[src/rtl/io_out_fifo_if.sv]
// CPU-write / device-drain bundle for io_out_fifo: write strobe side, status, and show-ahead valid/ready side.
interface io_out_fifo_if #(
   parameter int WIDTH      = 8,
   parameter int PORT_W     = 2,
   parameter int DEPTH_LOG2 = 2
);
   logic                  we;
   logic [PORT_W-1:0]     wa;
   logic [WIDTH-1:0]      wd;
   logic                  full;
   logic                  empty;
   logic [DEPTH_LOG2:0]   count;
   logic                  out_valid;
   logic [PORT_W-1:0]     out_port;
   logic [WIDTH-1:0]      out_data;
   logic                  out_ready;

   modport slave (
      input  we, wa, wd, out_ready,
      output full, empty, count, out_valid, out_port, out_data
   );

   modport master (
      output we, wa, wd, out_ready,
      input  full, empty, count, out_valid, out_port, out_data
   );
endinterface

[src/rtl/io_out_fifo.sv]
// Show-ahead output FIFO between the single-cycle CPU and slow peripherals; write visible next cycle, drained by valid/ready,
// writes to a full FIFO without a same-cycle pop are dropped (flagged on ovf when IO_OUT_FIFO_OVF_EN is defined).
module io_out_fifo #(
   parameter int WIDTH      = 8,
   parameter int PORT_W     = 2,
   parameter int DEPTH_LOG2 = 2
) (
   input  logic           clk,
   input  logic           reset,
   io_out_fifo_if.slave   bus
`ifdef IO_OUT_FIFO_OVF_EN
   ,
   input  logic           ovf_clr,
   output logic           ovf
`endif
);

   localparam int                  DEPTH    = 1 << DEPTH_LOG2;
   localparam logic [DEPTH_LOG2:0] FULL_CNT = DEPTH[DEPTH_LOG2:0];

   typedef struct packed {
      logic [PORT_W-1:0] port;
      logic [WIDTH-1:0]  data;
   } entry_t;

   entry_t                mem [DEPTH];
   entry_t                head;
   logic [DEPTH_LOG2-1:0] wr_ptr;
   logic [DEPTH_LOG2-1:0] rd_ptr;
   logic [DEPTH_LOG2:0]   cnt;
   logic                  full;
   logic                  empty;
   logic                  push;
   logic                  pop;

   assign full  = (cnt == FULL_CNT);
   assign empty = (cnt == '0);
   assign pop   = !empty && bus.out_ready;
   // A full FIFO still accepts a write when the head leaves on the same edge.
   assign push  = bus.we && (!full || pop);

   assign head          = mem[rd_ptr];
   assign bus.full      = full;
   assign bus.empty     = empty;
   assign bus.count     = cnt;
   assign bus.out_valid = !empty;
   assign bus.out_port  = empty ? '0 : head.port;
   assign bus.out_data  = empty ? '0 : head.data;

   // Storage is deliberately left uninitialised; the counter gates visibility.
   always_ff @(posedge clk) begin
      if (push) begin
         mem[wr_ptr] <= '{port: bus.wa, data: bus.wd};
      end
   end

   always_ff @(posedge clk or posedge reset) begin
      if (reset) begin
         wr_ptr <= '0;
         rd_ptr <= '0;
         cnt    <= '0;
      end else begin
         if (push) begin
            wr_ptr <= wr_ptr + 1'b1;
         end
         if (pop) begin
            rd_ptr <= rd_ptr + 1'b1;
         end
         case ({push, pop})
            2'b10:   cnt <= cnt + 1'b1;
            2'b01:   cnt <= cnt - 1'b1;
            default: cnt <= cnt;
         endcase
      end
   end

`ifdef IO_OUT_FIFO_OVF_EN
   // Sticky drop flag; a drop on the same edge as a clear keeps it set.
   always_ff @(posedge clk or posedge reset) begin
      if (reset) begin
         ovf <= 1'b0;
      end else if (bus.we && full && !pop) begin
         ovf <= 1'b1;
      end else if (ovf_clr) begin
         ovf <= 1'b0;
      end
   end
`endif

endmodule

[src/flat_wrapper.sv]
// flat-port wrapper written by rule: the top's interface ports become plain ports
module io_out_fifo_flat 
#(
   parameter int WIDTH      = 8,
   parameter int PORT_W     = 2,
   parameter int DEPTH_LOG2 = 2
)
  (clk, reset, bus_we, bus_wa, bus_wd, bus_out_ready, bus_full, bus_empty, bus_count, bus_out_valid, bus_out_port, bus_out_data);
  io_out_fifo_if #(.WIDTH(WIDTH), .PORT_W(PORT_W), .DEPTH_LOG2(DEPTH_LOG2)) bus_i ();
  input  logic clk;
  input  logic reset;
  input wire logic [$bits(bus_i.we)-1:0] bus_we;
  input wire logic [$bits(bus_i.wa)-1:0] bus_wa;
  input wire logic [$bits(bus_i.wd)-1:0] bus_wd;
  input wire logic [$bits(bus_i.out_ready)-1:0] bus_out_ready;
  output wire logic [$bits(bus_i.full)-1:0] bus_full;
  output wire logic [$bits(bus_i.empty)-1:0] bus_empty;
  output wire logic [$bits(bus_i.count)-1:0] bus_count;
  output wire logic [$bits(bus_i.out_valid)-1:0] bus_out_valid;
  output wire logic [$bits(bus_i.out_port)-1:0] bus_out_port;
  output wire logic [$bits(bus_i.out_data)-1:0] bus_out_data;
  assign bus_i.we = bus_we;
  assign bus_i.wa = bus_wa;
  assign bus_i.wd = bus_wd;
  assign bus_i.out_ready = bus_out_ready;
  assign bus_full = bus_i.full;
  assign bus_empty = bus_i.empty;
  assign bus_count = bus_i.count;
  assign bus_out_valid = bus_i.out_valid;
  assign bus_out_port = bus_i.out_port;
  assign bus_out_data = bus_i.out_data;
  io_out_fifo #(.WIDTH(WIDTH), .PORT_W(PORT_W), .DEPTH_LOG2(DEPTH_LOG2)) u_core (.clk(clk), .reset(reset), .bus(bus_i));
endmodule
[config.mk]
export PLATFORM = sky130hd
export DESIGN_NAME = io_out_fifo_flat
export DESIGN_NICKNAME = d
export VERILOG_FILES = /design/src/rtl/io_out_fifo_if.sv /design/src/rtl/io_out_fifo.sv /design/src/flat_wrapper.sv
export SDC_FILE = /design/constraint.sdc
export NUM_CORES = 1
export LEC_CHECK = 0
export ABC_AREA = 1
export CAP_MARGIN = 20
export CELL_PAD_IN_SITES_DETAIL_PLACEMENT = 0
export CELL_PAD_IN_SITES_GLOBAL_PLACEMENT = 2
export CORE_AREA = 2 2 80 82
export DETAILED_ROUTE_END_ITERATION = 16
export DIE_AREA = 0 0 82 84
export PLACE_DENSITY = 0.9
export SYNTH_ARGS = -nofsm -noshare
export SYNTH_HDL_FRONTEND = slang
export SYNTH_SLANG_ARGS = --single-unit
[constraint.sdc]
create_clock -name clk -period 4.1 [get_ports clk]
set_clock_uncertainty 0.05 [all_clocks]
set_input_delay 0.615 -clock clk [delete_from_list [all_inputs] [get_ports clk]]
set_output_delay 0.615 -clock clk [all_outputs]
set_load 0.01 [all_outputs]
# == Yosys cells after proc, flatten, opt, wreduce, memory -nomap -nowiden ==
# Memories as Yosys holds them, arrays and structs flattened.
# Index checks and enable logic that the tools add are counted.
# op_classes
eq_ne,3
muxes,5
add_sub_neg,4
n_reduce_logical,7
# ops
cell,n
$mux W8,1
$pmux W3 S2,1
$add A2 B1 Y2 const B,2
$add A3 B1 Y3 const B,1
$eq A3 B3 Y1 const B,1
$logic_not A3 Y1,1
$sub A3 B1 Y3 const B,1
$eq A2 B1 Y1 const B,1
$eq A2 B2 Y1 const B,1
$logic_and A1 B1 Y1,2
$logic_not A1 Y1,2
$mux W1,2
$mux W2,1
$reduce_bool A2 Y1,1
$logic_or A1 B1 Y1,1
# totals
in_bits,14
out_inout_bits,16
register_bits,7
wordCells,23
ram_bits,40
mem_count,1
# mem_list
name,depth,word_bits,rd,rd_clocked_by_memory_dff,wr,line_no,source
u_core.mem,4,10,1,0,1,io_out_fifo.sv:26,entry_t mem [DEPTH];

# == Logic depth before layout (Yosys ltp) ==
# logic_depth
word_depth,7
ltp_mapped,12

# == Worst setup path before layout ==
# No wires, ideal clock.
# synth_path
kind,input-to-reg
from,input bus_out_ready
to,register u_core.cnt[2] (netlist: u_core.bus.count[2])
required_time_ns,3.933
n_path_buf,0
setup_time_ns,0.117
cell_stages,10
arrival_time_ns,1.720
slack_ns,2.213
path_cell_list,inv_1 -> nand3_1 -> nand2_2 -> ha_1 -> inv_1 -> fa_1 -> nand2_1 -> nand3_1 -> nand2_1 -> nand2_1
# synth_via
elab_chain_len,5
word_cells_on_any_way,7
# synth_lines
item,line_no,source
from (decl),flat_wrapper.sv:15,input wire logic [$bits(bus_i.out_ready)-1:0] bus_out_ready;
$logic_and A1 B1 Y1 (*),io_out_fifo.sv:38,assign pop = !empty && bus.out_ready;
$logic_or A1 B1 Y1,io_out_fifo.sv:40,assign push = bus.we && (!full || pop);
$logic_and A1 B1 Y1,io_out_fifo.sv:40,
$eq A2 B1 Y1 or $eq A2 B2 Y1 (tied branches),io_out_fifo.sv:69,"case ({push, pop})"
$pmux W3 S2 or $reduce_bool A2 Y1 (tied branches),n/a,
to (signal assigned),io_out_fifo.sv:70,2'b10: cnt <= cnt + 1'b1;
to (signal assigned),io_out_fifo.sv:71,2'b01: cnt <= cnt - 1'b1;
to (signal assigned),io_out_fifo.sv:72,default: cnt <= cnt;
to (decl),io_out_fifo.sv:30,logic [DEPTH_LOG2:0] cnt;
# Every way passes the cells marked *; elsewhere a longest branch is shown, timed or not.
# A chain may end at the register's enable or synchronous reset.

# == Worst setup path in the final report ==
# layout_path
from,register u_core.rd_ptr[0]
to,output bus_out_data[3]
# layout_via
elab_chain_len,2
# layout_lines
item,line_no,source
from (decl),io_out_fifo.sv:29,logic [DEPTH_LOG2-1:0] rd_ptr;
from (signal assigned),io_out_fifo.sv:67,rd_ptr <= rd_ptr + 1'b1;
$mem_v2 Z4 W10,n/a,
$mux W8,io_out_fifo.sv:48,assign bus.out_data = empty ? '0 : head.data;
to (decl),flat_wrapper.sv:21,output wire logic [$bits(bus_i.out_data)-1:0] bus_out_data;
# Every way passes these cells.

==> results summary <==
TritonCTS built the clock tree. After synthesis the cells add up to 0.002155 mm2. In the layout the commonest cells are 54 x sky130_fd_sc_hd__inv_1, 54 x sky130_fd_sc_hd__nand2_1, 40 x sky130_fd_sc_hd__edfxtp_1. The portion of the clock cycle consumed by the worst path in the final layout is 75.37%. The post-placement cell area came out at 0.002509 mm2. At the worst endpoint, the arrival time is 2.43 ns. The number of rows in the core area came out at 29. TritonCTS created 5 clock buffers. The largest single stage delay on the critical path is 0.80 ns. STA classifies the critical path endpoint as a primary output.

The number of filler instances in the final layout is 596. The routed length per placed instance is 11.24 um. The clock insertion delay at the later pin of the skew report came out at 0.29 ns. The synthesis warning total is 0. For flop-to-flop paths, the worst setup slack is 2.10 ns. The setup slack at placement is 1.324 ns.

The count of final setup violators is 0. The cell leakage power came out at 1.165 nW. The final weighted congestion in routability-driven placement came out at 0.6962.

The post-synthesis register bit count is 47. Setup repair after global routing left no endpoint under its margin. The post-cts resize count is 0. The clock transition at the registers of the reported paths is 0.08 ns. The final-stage net count came out at 268. The core region area came out at 0.006096 mm2. The slew at the pin closest to its max-slew limit is 1.007 ns. STA classifies the critical path startpoint as a flop. The detailed-route wire length is 3664 um. Entering global routing, the biggest net connects 24 pins. The total non-filler cell area in the finished layout is 0.002596 mm2. The run finished with clean final reports.

The relative slew slack is 32.64%. The hold violation count in the final report came to 0. Summed over all failing endpoints, the final setup total negative slack is 0 ns. For the worst setup path, the data required time is 3.43 ns. The number of cell instances on the worst register-to-register path is 4. The layout overhead on the synthesized area came out at 20.50%. Summing the sequential cell areas from Yosys gives 63.88% of the chip area. The via count of the first global-routing pass is 1313. The slowest stage of the critical path is the sky130_fd_sc_hd__dfrtp_1 cell. The initial antenna violation count came out at 0.

The power density normalized to cell area is 664.4 mW/mm2. The final critical path time including I/O delays and setup is 3.090 ns. The number of buffers added for setup after CTS is 0. The critical path in this run is classified as reg2out.

The first-pass GRT wire length came out at 6189 um. The floorplan die area came out at 0.006888 mm2. Tracing the worst setup path back leads to its startpoint at u_core.rd_ptr[0]$_DFFE_PP0P_. 0 antenna diodes ended up in the layout. The count of hold buffers inserted by post-cts repair is 0. Once routing completed, OpenROAD measured the worst setup slack at 1.010 ns. The violation count after the first detailed-routing iteration is 89. The total number of clock tree sinks is 47. The post-detailed-route count of antenna-violating nets came out at 0. The maximum ir drop on the vdd rail came out at 0.1993 mV. The worst register-to-register path ends at u_core.mem[1][1]$_DFFE_PP_. The area taken by flip-flops and latches came out at 0.001376 mm2.

The worst register-to-register path begins at u_core.bus.count[0]$_DFFE_PP0P_. A synthesized cell averages 9.883 um2. The effective utilization at floorplan came out at 35.34%.

During placement, the flow inserted port buffers numbering 29. The total global routing track utilization is 12.22%. The multi-input gate area in the final layout is 528.0 um2. The top-level port count came out at 30. The final global-route overflow total is 0.

The H-tree generated during clock tree synthesis spans 2 levels. The die outline width is 82 um. In the routed layout, each cell is associated on average with a via count of 4.113. The half-perimeter wire length after placement is 2571 um. The worst hold margin came out at 0.4960 ns. The critical-path maximum fanout came out at 23. Traced cell by cell, the critical path runs through inv_2, nand2_1, nand3_1, a21oi_1, clkdlybuf4s50_1.

The number of distinct library cell variants in the gate-level netlist after synthesis is 19. The die height is 84 um. The final max-slew violation count is 0. The critical path ends at bus_out_data[3]. The first-pass iteration count of the detailed router came out at 4.

Summing over every cut layer, the via total after detailed routing is 1341. The final cell utilization of the core is 42.59%. The worst min-delay path class is in2async. Across the run, the number of max-cap violations was 0.

The cell count after synthesis came out at 218. The post-route netlist has 6.024% of its cells at a drive strength greater than 1. The maximum count of clock buffers along a single path came out at 2. The tree is rooted in a sky130_fd_sc_hd__clkbuf_8.

Timing would allow up to 323.6 MHz. Synthesis produced a netlist with a net count of 238. The DRC violations left came out at 0.
[worst max-delay path, delay by kind of cell, from the launching register on]
family                 cells  cell delay (ns)
flip-flops                 1             0.80
AND/OR/NAND/NOR            2             0.20
buffers and inverters      2             0.90
AO/OA/AOI/OAI              1             0.22
[registers in the layout, indices dropped and copies added, names as in the netlist]
register and flops:
u_core.bus.count 3, u_core.wr_ptr 2, u_core.mem 40, u_core.rd_ptr 2
[worst min path at each step]
stage / to / from / cells after the start / slack (ns)
2_1_floorplan: u_core.bus.count[0]$_DFFE_PP0P_ / reset / 1 / 0.37
3_3_place_gp: u_core.bus.count[2]$_DFFE_PP0P_ / u_core.bus.count[2]$_DFFE_PP0P_ / 2 / 0.49
3_5_place_dp: u_core.wr_ptr[0]$_DFFE_PP0P_ / u_core.wr_ptr[0]$_DFFE_PP0P_ / 2 / 0.49
4_1_cts: u_core.bus.count[1]$_DFFE_PP0P_ / reset / 2 / 0.49
5_1_grt: u_core.bus.count[0]$_DFFE_PP0P_ / reset / 2 / 0.51
6_report: u_core.bus.count[1]$_DFFE_PP0P_ / reset / 2 / 0.50
[per-layer routing]
metal	share of wire [%]	vias up	routed length (um)	global-route usage, %
met4	1.5	0	55	5.455
met5	0	-	0	0
met1	44	584	1597	14.40
met3	2.8	4	103	3.355
met2	52	18	1908	20.40
li1	-	735	-	-
[cell usage after synthesis]
master / n / area, um2
sky130_fd_sc_hd__edfxtp_1: 40 / 1201
sky130_fd_sc_hd__buf_2: 5 / 25.02
sky130_fd_sc_hd__xnor2_1: 2 / 17.52
sky130_fd_sc_hd__nand3_1: 24 / 120.1
sky130_fd_sc_hd__inv_1: 54 / 202.7
sky130_fd_sc_hd__buf_4: 1 / 7.510
sky130_fd_sc_hd__nor2_1: 4 / 15.01
sky130_fd_sc_hd__o21ai_0: 1 / 5.000
sky130_fd_sc_hd__inv_2: 4 / 15.01
sky130_fd_sc_hd__ha_1: 5 / 62.56
sky130_fd_sc_hd__fa_1: 1 / 20.02
sky130_fd_sc_hd__nand2_1: 54 / 202.7
sky130_fd_sc_hd__nand2_2: 2 / 12.51
sky130_fd_sc_hd__a21oi_1: 10 / 50.05
sky130_fd_sc_hd__nor2_2: 1 / 6.260
sky130_fd_sc_hd__nor3_1: 1 / 5.000
sky130_fd_sc_hd__nand4_1: 1 / 6.260
sky130_fd_sc_hd__dfrtp_1: 7 / 175.2
sky130_fd_sc_hd__o21ai_1: 1 / 5.000
[final cells by class]
type / count / share of cell area (%)
multi-input cells: 107 / 20.34
repair buffers: 29 / 11.18
clock buffers: 5 / 2.651
well taps: 77 / 3.711
flip-flops and latches: 47 / 53.01
clock inverters: 3 / 0.7229
inverters: 58 / 8.386
[power by group]
| group | total, W | internal (W) | leakage [nW] | switching [W] |
|---|---|---|---|---|
| clock | 0.000263 | 0.000120 | 0.0483 | 0.000143 |
| sequential | 0.000728 | 0.000630 | 0.451 | 0.0000980 |
| combinational | 0.000734 | 0.000346 | 0.665 | 0.000388 |
| total | 0.00172 | 0.00110 | 1.16 | 0.000629 |
[cell families (layout without fill, tap and decap cells)]
group / count (synthesis) / after routing / share of synthesized area [%]
compound gates: 12 / 12 / 2.787
xor+xnor: 2 / 2 / 0.8132
fa+ha+maj: 6 / 6 / 3.833
buf+inv: 64 / 95 / 11.61
flops: 47 / 47 / 63.88
simple gates: 87 / 87 / 17.07
[stage by stage]
step                std cells  power, W
global route              326  0.001880
finish                    326  0.001725
floorplan                 218  0.001158
detailed placement        318  0.001484
CTS                       326  0.001750
global placement          318  0.001478
(Power assumes the default switching activity.)
